### src/rtl/alu_system_control_unit.sv
// Hardwired fetch/decode/execute sequencer driving the 8-bit ALUSystem datapath.
// Optional single-step gating of F0 is enabled with `define CU_SINGLE_STEP_EN.
module alu_system_control_unit (
  input  logic        Clock,
  input  logic        Reset,
`ifdef CU_SINGLE_STEP_EN
  input  logic        Step,
`endif
  input  logic [15:0] IR_Out,
  input  logic        Z,
  output logic [2:0]  RF_O1Sel,
  output logic [2:0]  RF_O2Sel,
  output logic [1:0]  RF_FunSel,
  output logic [3:0]  RF_RSel,
  output logic [3:0]  RF_TSel,
  output logic [3:0]  ALU_FunSel,
  output logic [1:0]  ARF_OutASel,
  output logic [1:0]  ARF_OutBSel,
  output logic [1:0]  ARF_FunSel,
  output logic [3:0]  ARF_RSel,
  output logic        IR_LH,
  output logic        IR_Enable,
  output logic [1:0]  IR_FunSel,
  output logic        Mem_WR,
  output logic        Mem_CS,
  output logic [1:0]  MuxASel,
  output logic [1:0]  MuxBSel,
  output logic        MuxCSel,
  output logic [2:0]  State,
  output logic        InstrDone
);

  typedef enum logic [2:0] {
    S_INIT = 3'd0,
    S_F0   = 3'd1,
    S_F1   = 3'd2,
    S_E0   = 3'd3,
    S_E1   = 3'd4,
    S_E2   = 3'd5,
    S_E3   = 3'd6
  } state_t;

  state_t state_q, state_d;

  logic [3:0] opcode;
  logic [2:0] rd_sel, rs_sel;
  logic [3:0] rd_onehot;
  logic [3:0] alu_code;
  logic       is_alu_op;
  logic       unused_imm;

  assign opcode     = IR_Out[15:12];
  assign rd_sel     = {1'b1, IR_Out[11:10]};
  assign rs_sel     = {1'b1, IR_Out[9:8]};
  assign rd_onehot  = 4'b1000 >> IR_Out[11:10];
  assign is_alu_op  = (opcode >= 4'h3) && (opcode <= 4'hB);
  assign unused_imm = ^IR_Out[7:0];
  assign State      = state_q;

  always_comb begin
    case (opcode)
      4'h3:    alu_code = 4'b0001;
      4'h4:    alu_code = 4'b0100;
      4'h5:    alu_code = 4'b0101;
      4'h6:    alu_code = 4'b0111;
      4'h7:    alu_code = 4'b1000;
      4'h8:    alu_code = 4'b1010;
      4'h9:    alu_code = 4'b0011;
      4'hA:    alu_code = 4'b1011;
      4'hB:    alu_code = 4'b1100;
      default: alu_code = 4'b0000;
    endcase
  end

  always_ff @(posedge Clock or negedge Reset) begin
    if (!Reset) state_q <= S_INIT;
    else        state_q <= state_d;
  end

  always_comb begin
    RF_O1Sel    = '0;
    RF_O2Sel    = '0;
    RF_FunSel   = '0;
    RF_RSel     = '0;
    RF_TSel     = '0;
    ALU_FunSel  = '0;
    ARF_OutASel = '0;
    ARF_OutBSel = '1;
    ARF_FunSel  = '0;
    ARF_RSel    = '0;
    IR_LH       = 1'b0;
    IR_Enable   = 1'b0;
    IR_FunSel   = '0;
    Mem_WR      = 1'b0;
    Mem_CS      = 1'b1;
    MuxASel     = '0;
    MuxBSel     = '0;
    MuxCSel     = 1'b0;
    InstrDone   = 1'b0;
    state_d     = state_q;

    case (state_q)
      S_INIT: begin
        ARF_RSel = 4'b1100;
        RF_RSel  = 4'b1111;
        RF_TSel  = 4'b1111;
        state_d  = S_F0;
      end
      S_F0: begin
`ifdef CU_SINGLE_STEP_EN
        // Step gates this cycle's fetch directly so a held Step keeps normal timing.
        if (Step) begin
`endif
          Mem_CS     = 1'b0;
          IR_Enable  = 1'b1;
          IR_FunSel  = 2'b01;
          ARF_FunSel = 2'b10;
          ARF_RSel   = 4'b1000;
          state_d    = S_F1;
`ifdef CU_SINGLE_STEP_EN
        end
`endif
      end
      S_F1: begin
        Mem_CS     = 1'b0;
        IR_Enable  = 1'b1;
        IR_FunSel  = 2'b01;
        IR_LH      = 1'b1;
        ARF_FunSel = 2'b10;
        ARF_RSel   = 4'b1000;
        state_d    = S_E0;
      end
      S_E0: begin
        state_d = S_E1;
        case (opcode)
          4'h0: begin
            MuxASel   = 2'b10;
            RF_FunSel = 2'b01;
            RF_RSel   = rd_onehot;
            InstrDone = 1'b1;
            state_d   = S_F0;
          end
          4'h1, 4'h2: begin
            MuxBSel     = 2'b10;
            ARF_FunSel  = 2'b01;
            ARF_RSel    = 4'b0100;
            ARF_OutBSel = 2'b00;
            if (opcode == 4'h2) RF_O1Sel = rd_sel;
          end
          4'hC, 4'hD: begin
            RF_FunSel = (opcode == 4'hC) ? 2'b11 : 2'b10;
            RF_RSel   = rd_onehot;
            InstrDone = 1'b1;
            state_d   = S_F0;
          end
          4'hE, 4'hF: begin
            if (opcode == 4'hE || !Z) begin
              MuxBSel    = 2'b10;
              ARF_FunSel = 2'b01;
              ARF_RSel   = 4'b1000;
            end
            InstrDone = 1'b1;
            state_d   = S_F0;
          end
          default: begin
            RF_O1Sel = rd_sel;
            RF_O2Sel = rs_sel;
          end
        endcase
      end
      S_E1: begin
        state_d = S_E2;
        if (opcode == 4'h1) begin
          ARF_OutBSel = 2'b00;
        end else if (opcode == 4'h2) begin
          ARF_OutBSel = 2'b00;
          RF_O1Sel    = rd_sel;
        end else if (is_alu_op) begin
          RF_O1Sel   = rd_sel;
          RF_O2Sel   = rs_sel;
          ALU_FunSel = alu_code;
        end else begin
          state_d = S_F0;
        end
      end
      S_E2: begin
        state_d = S_E3;
        if (opcode == 4'h1) begin
          ARF_OutBSel = 2'b00;
          Mem_CS      = 1'b0;
          MuxASel     = 2'b01;
          RF_FunSel   = 2'b01;
          RF_RSel     = rd_onehot;
        end else if (opcode == 4'h2) begin
          ARF_OutBSel = 2'b00;
          Mem_CS      = 1'b0;
          Mem_WR      = 1'b1;
        end else begin
          if (is_alu_op) begin
            RF_FunSel = 2'b01;
            RF_RSel   = rd_onehot;
            InstrDone = 1'b1;
          end
          state_d = S_F0;
        end
      end
      S_E3: begin
        InstrDone = 1'b1;
        state_d   = S_F0;
      end
      default: state_d = S_INIT;
    endcase
  end

endmodule
### config.mk
export PLATFORM = sky130hd
export DESIGN_NAME = alu_system_control_unit
export DESIGN_NICKNAME = d
export VERILOG_FILES = /design/src/rtl/alu_system_control_unit.sv
export SDC_FILE = /design/constraint.sdc
export NUM_CORES = 1
export LEC_CHECK = 0
export CAP_MARGIN = 15
export CORE_MARGIN = 2
export CORE_UTILIZATION = 37
export CTS_BUF_LIST = sky130_fd_sc_hd__clkbuf_4 sky130_fd_sc_hd__clkbuf_8 sky130_fd_sc_hd__clkbuf_16
export DETAILED_ROUTE_END_ITERATION = 8
export GPL_ROUTABILITY_DRIVEN = 0
export PLACE_DENSITY = 0.94
export SLEW_MARGIN = 20
export SYNTH_ARGS = -nofsm -noshare
export SYNTH_HDL_FRONTEND = slang
export SYNTH_SLANG_ARGS = --single-unit
### constraint.sdc
create_clock -name Clock -period 3.8 [get_ports Clock]
set_input_delay 0.76 -clock Clock [delete_from_list [all_inputs] [get_ports Clock]]
set_output_delay 0.76 -clock Clock [all_outputs]
set_load 0.01 [all_outputs]
==> impl_metrics.csv <==
group,metric,value,unit
placement,dp_hpwl,2.09,mm
timing,fin_setup_tns,0,ns
worst_setup_path,startpoint,"IR_Out[13]",
power_and_ir_drop,p_int,475,uW
finish,utilization,67.4,%
global_routing,antenna_found_initial,0,
worst_setup_path,critPathMaxStageDelay,0.58,ns
synth,synth-xor-area-share,2.06,%
floorplan,initial_utilization,38.8,%
timing,setup_viol,0,
floorplan,fp-row-count,17,
worst_setup_path,critical_path_class,"in2out",
clocking,htreeDepth,1,
synth,synth_top_family_by_area,"simple AND/OR/NAND/NOR gates",
worst_setup_path,required,3.04,ns
finish,most-common-layout-cells,"36 x clkdlybuf4s50_1, 15 x nor2_1, 15 x buf_4",
clocking,hold_buffers,0,
floorplan,die_h,52.0,um
clocking,clockBufferDepth,2,
detailed_routing,vias_per_cell,5.34,
global_routing,grt_pass1_wl,4.43,mm
floorplan,die_x,52.0,um
min_path,hp-class,"in2async",
synth,synth_cell_type_count,41,
timing,fmax,269,MHz
timing,drv_slew,0,
timing,period_needed,3.72,ns
timing,finClkSkew,0.000400,ns
placement,place_area,1380,sq um
floorplan,io-pin-count,64,
finish,drive_above_1_share,20.8,%
synth,avgSynthCellArea,6.92,sq um
detailed_routing,ant_nets,0,
worst_setup_path,slowest_stage,"clkdlybuf4s50_1",
global_routing,track_usage,20.8,%
finish,area_delta_synth_final,73.7,%
global_routing,overflow,0,
clocking,clkTransAtPathRegs,0.04,ns
placement,io_buffers,48,
finish,register_area,75.1,sq um
worst_setup_path,worst_setup_path_start_kind,"input port",
timing,rsz0062_at_grt,"false",
worst_setup_path,cp-endpoint,"Mem_WR",
finish,multi_input_area,687,sq um
clocking,cts_made_buffers,3,
worst_setup_path,ff2ff_setup_slack,2.29,ns
finish,final_cell_area,1480,sq um
worst_setup_path,cp_common_cell,"clkdlybuf4s50_1",
worst_setup_path,r2r-start,"State[2]$_DFF_PN0_",
global_routing,grt_pass1_vias,978,
finish,instances_no_fill,206,
power_and_ir_drop,power_frac_clock,7.4,%
finish,fill_cells,184,
synth,ys_warn_count,0,
placement,dp_cells,201,
power_and_ir_drop,pwr-share-seq,12.2,%
status,status,"completed",
synth,synth_area_leader_cell,"buf_4",
worst_setup_path,crit_path_end_kind,"output port",
power_and_ir_drop,swShare,45.2,%
floorplan,coreArea,2190,sq um
detailed_routing,vias,1101,
power_and_ir_drop,combPwrFrac,80.4,%
global_routing,grt_start_max_net_pins,16,
clocking,numClockSinks,3,
finish,fin_nets,204,
timing,hold_viol_final,0,
synth,ys_top_cells_by_area,"buf_4 11%, dfrtp_1 8.8%, ha_1 8.8%, nor2_1 7.5%, inv_1 4.9%",
power_and_ir_drop,p_per_area,586,nW/um^2
floorplan,fp.dieArea,2700,sq um
clocking,clock-root-buffer,"clkbuf_4",
detailed_routing,wirelength,2.89,mm
detailed_routing,drc,0,
synth,synthAdderAreaFrac,8.82,%
synth,synth_cells,123,
worst_setup_path,r2r_cells,4,
worst_setup_path,arrival,2.96,ns
power_and_ir_drop,p_leak,0.000708,uW
synth,synth-simple-area-share,31.5,%
timing,post-route-period-util,97.9,%
synth,synth_compound_area_share,29.0,%
synth,synth-seq-cells,3,
synth,synth.area.mux_share,0,%
clocking,cts_tree,"yes",
detailed_routing,dr.pass1.iters,4,
worst_setup_path,crit_fanout,6,
synth,netlist_area,851,sq um
worst_setup_path,r2r_end,"State[2]$_DFF_PN0_",
synth,synth_top_area_share,10.6,%
worst_setup_path,crit_path_cell_trace,"clkdlybuf4s50_1 -> ha_1 -> buf_4 -> or3b_2 -> nor3_1 -> clkdlybuf4s50_1",
finish,n_antenna_cell,0,
finish,final_common_cell,"clkdlybuf4s50_1",
finish,largest_reg_flops,3,
clocking,clk_latency,0.23,ns
synth,yosysSeqAreaShare,8.82,%
job,max-cap-violations,0,
detailed_routing,wl_per_cell,14.0,um
power_and_ir_drop,switchingPower,391,uW
power_and_ir_drop,irDropWorstVdd,0.000572,V
detailed_routing,drt_iter0_markers,37,
## final cells by class
cell class / instances / area share, %
multi-input cells: 96 / 46.5
repair buffers: 64 / 41.2
flip-flops and latches: 3 / 5.08
inverters: 11 / 2.79
well taps: 28 / 2.37
clock buffers: 4 / 2.03
## metrics by stage
stage / hold slack [ns] / power [uW] / setup slack [ns]
floorplan: 0.464 / 469 / 0.868
CTS: 0.708 / 868 / 0.00262
global route: 0.716 / 934 / 0.00773
detailed placement: 0.765 / 813 / -0.224
finish: 0.710 / 866 / 0.0791
global placement: 0.732 / 793 / -0.150
## metal layers
metal | share of wire, % | global-route usage, %
met2 | 51 | 38.0
met3 | 8.6 | 2.30
met1 | 40 | 25.8
met5 | 0 | 0
met4 | 0.48 | 4.39
## power by group through the flow
| stage | combinational [uW] | clock [uW] | sequential [uW] |
|---|---|---|---|
| 2_1_floorplan | 399 | 0 | 70.0 |
| 3_3_place_gp | 693 | 0 | 100 |
| 3_5_place_dp | 709 | 0 | 104 |
| 4_1_cts | 699 | 64.9 | 103 |
| 5_1_grt | 751 | 69.0 | 114 |
| 6_report | 696 | 64.0 | 106 |
## how the worst min path moves through the flow
| stage | from | to | slack (ns) |
|---|---|---|---|
| after global routing | Reset | State[0]$_DFF_PN0_ | 0.72 |
| after floorplan | Reset | State[0]$_DFF_PN0_ | 0.46 |
| after CTS | Reset | State[1]$_DFF_PN0_ | 0.71 |
| final | Reset | State[0]$_DFF_PN0_ | 0.71 |
| after global placement | State[1]$_DFF_PN0_ | State[0]$_DFF_PN0_ | 0.73 |
| after detailed placement | State[0]$_DFF_PN0_ | State[0]$_DFF_PN0_ | 0.77 |
## critical path, delay by kind of cell
kind	cells	cell delay [ns]
and+or+nand+nor	2	0.67
buffers and inverters	3	1.28
adders and majority gates	1	0.25
## cell usage after synthesis (all sizes together)
master and number:
buf 18, nor2 18, inv 11, nor3 8, o21ai 8, a21oi 7
ha 6, o31ai 5, nor2b 4, a2111oi 3, dfrtp 3, nand2 3
a21o 2, and2 2, and3b 2, nand2b 2, nand3b 2, o311a 2
or3b 2, xnor2 2, a211oi 1, a311o 1, a31o 1, a31oi 1
a32oi 1, and3 1, clkbuf 1, conb 1, nand3 1, nor3b 1
nor4 1, or2 1, or3 1
## logic make-up (layout without fill, tap and decap cells)
family / after synthesis / in the layout
other cells: 1 / 7
fa+ha+maj: 6 / 6
compound gates: 32 / 32
xor+xnor: 2 / 2
flops: 3 / 3
buf+inv: 30 / 79
simple gates: 49 / 49
## what timing repair did
item                                    in CTS  in global routing
buffers inserted                             1                  0
resized for setup                           15                  8
endpoints found under the setup margin      11                  3
Power figures use the tool's default switching activity.
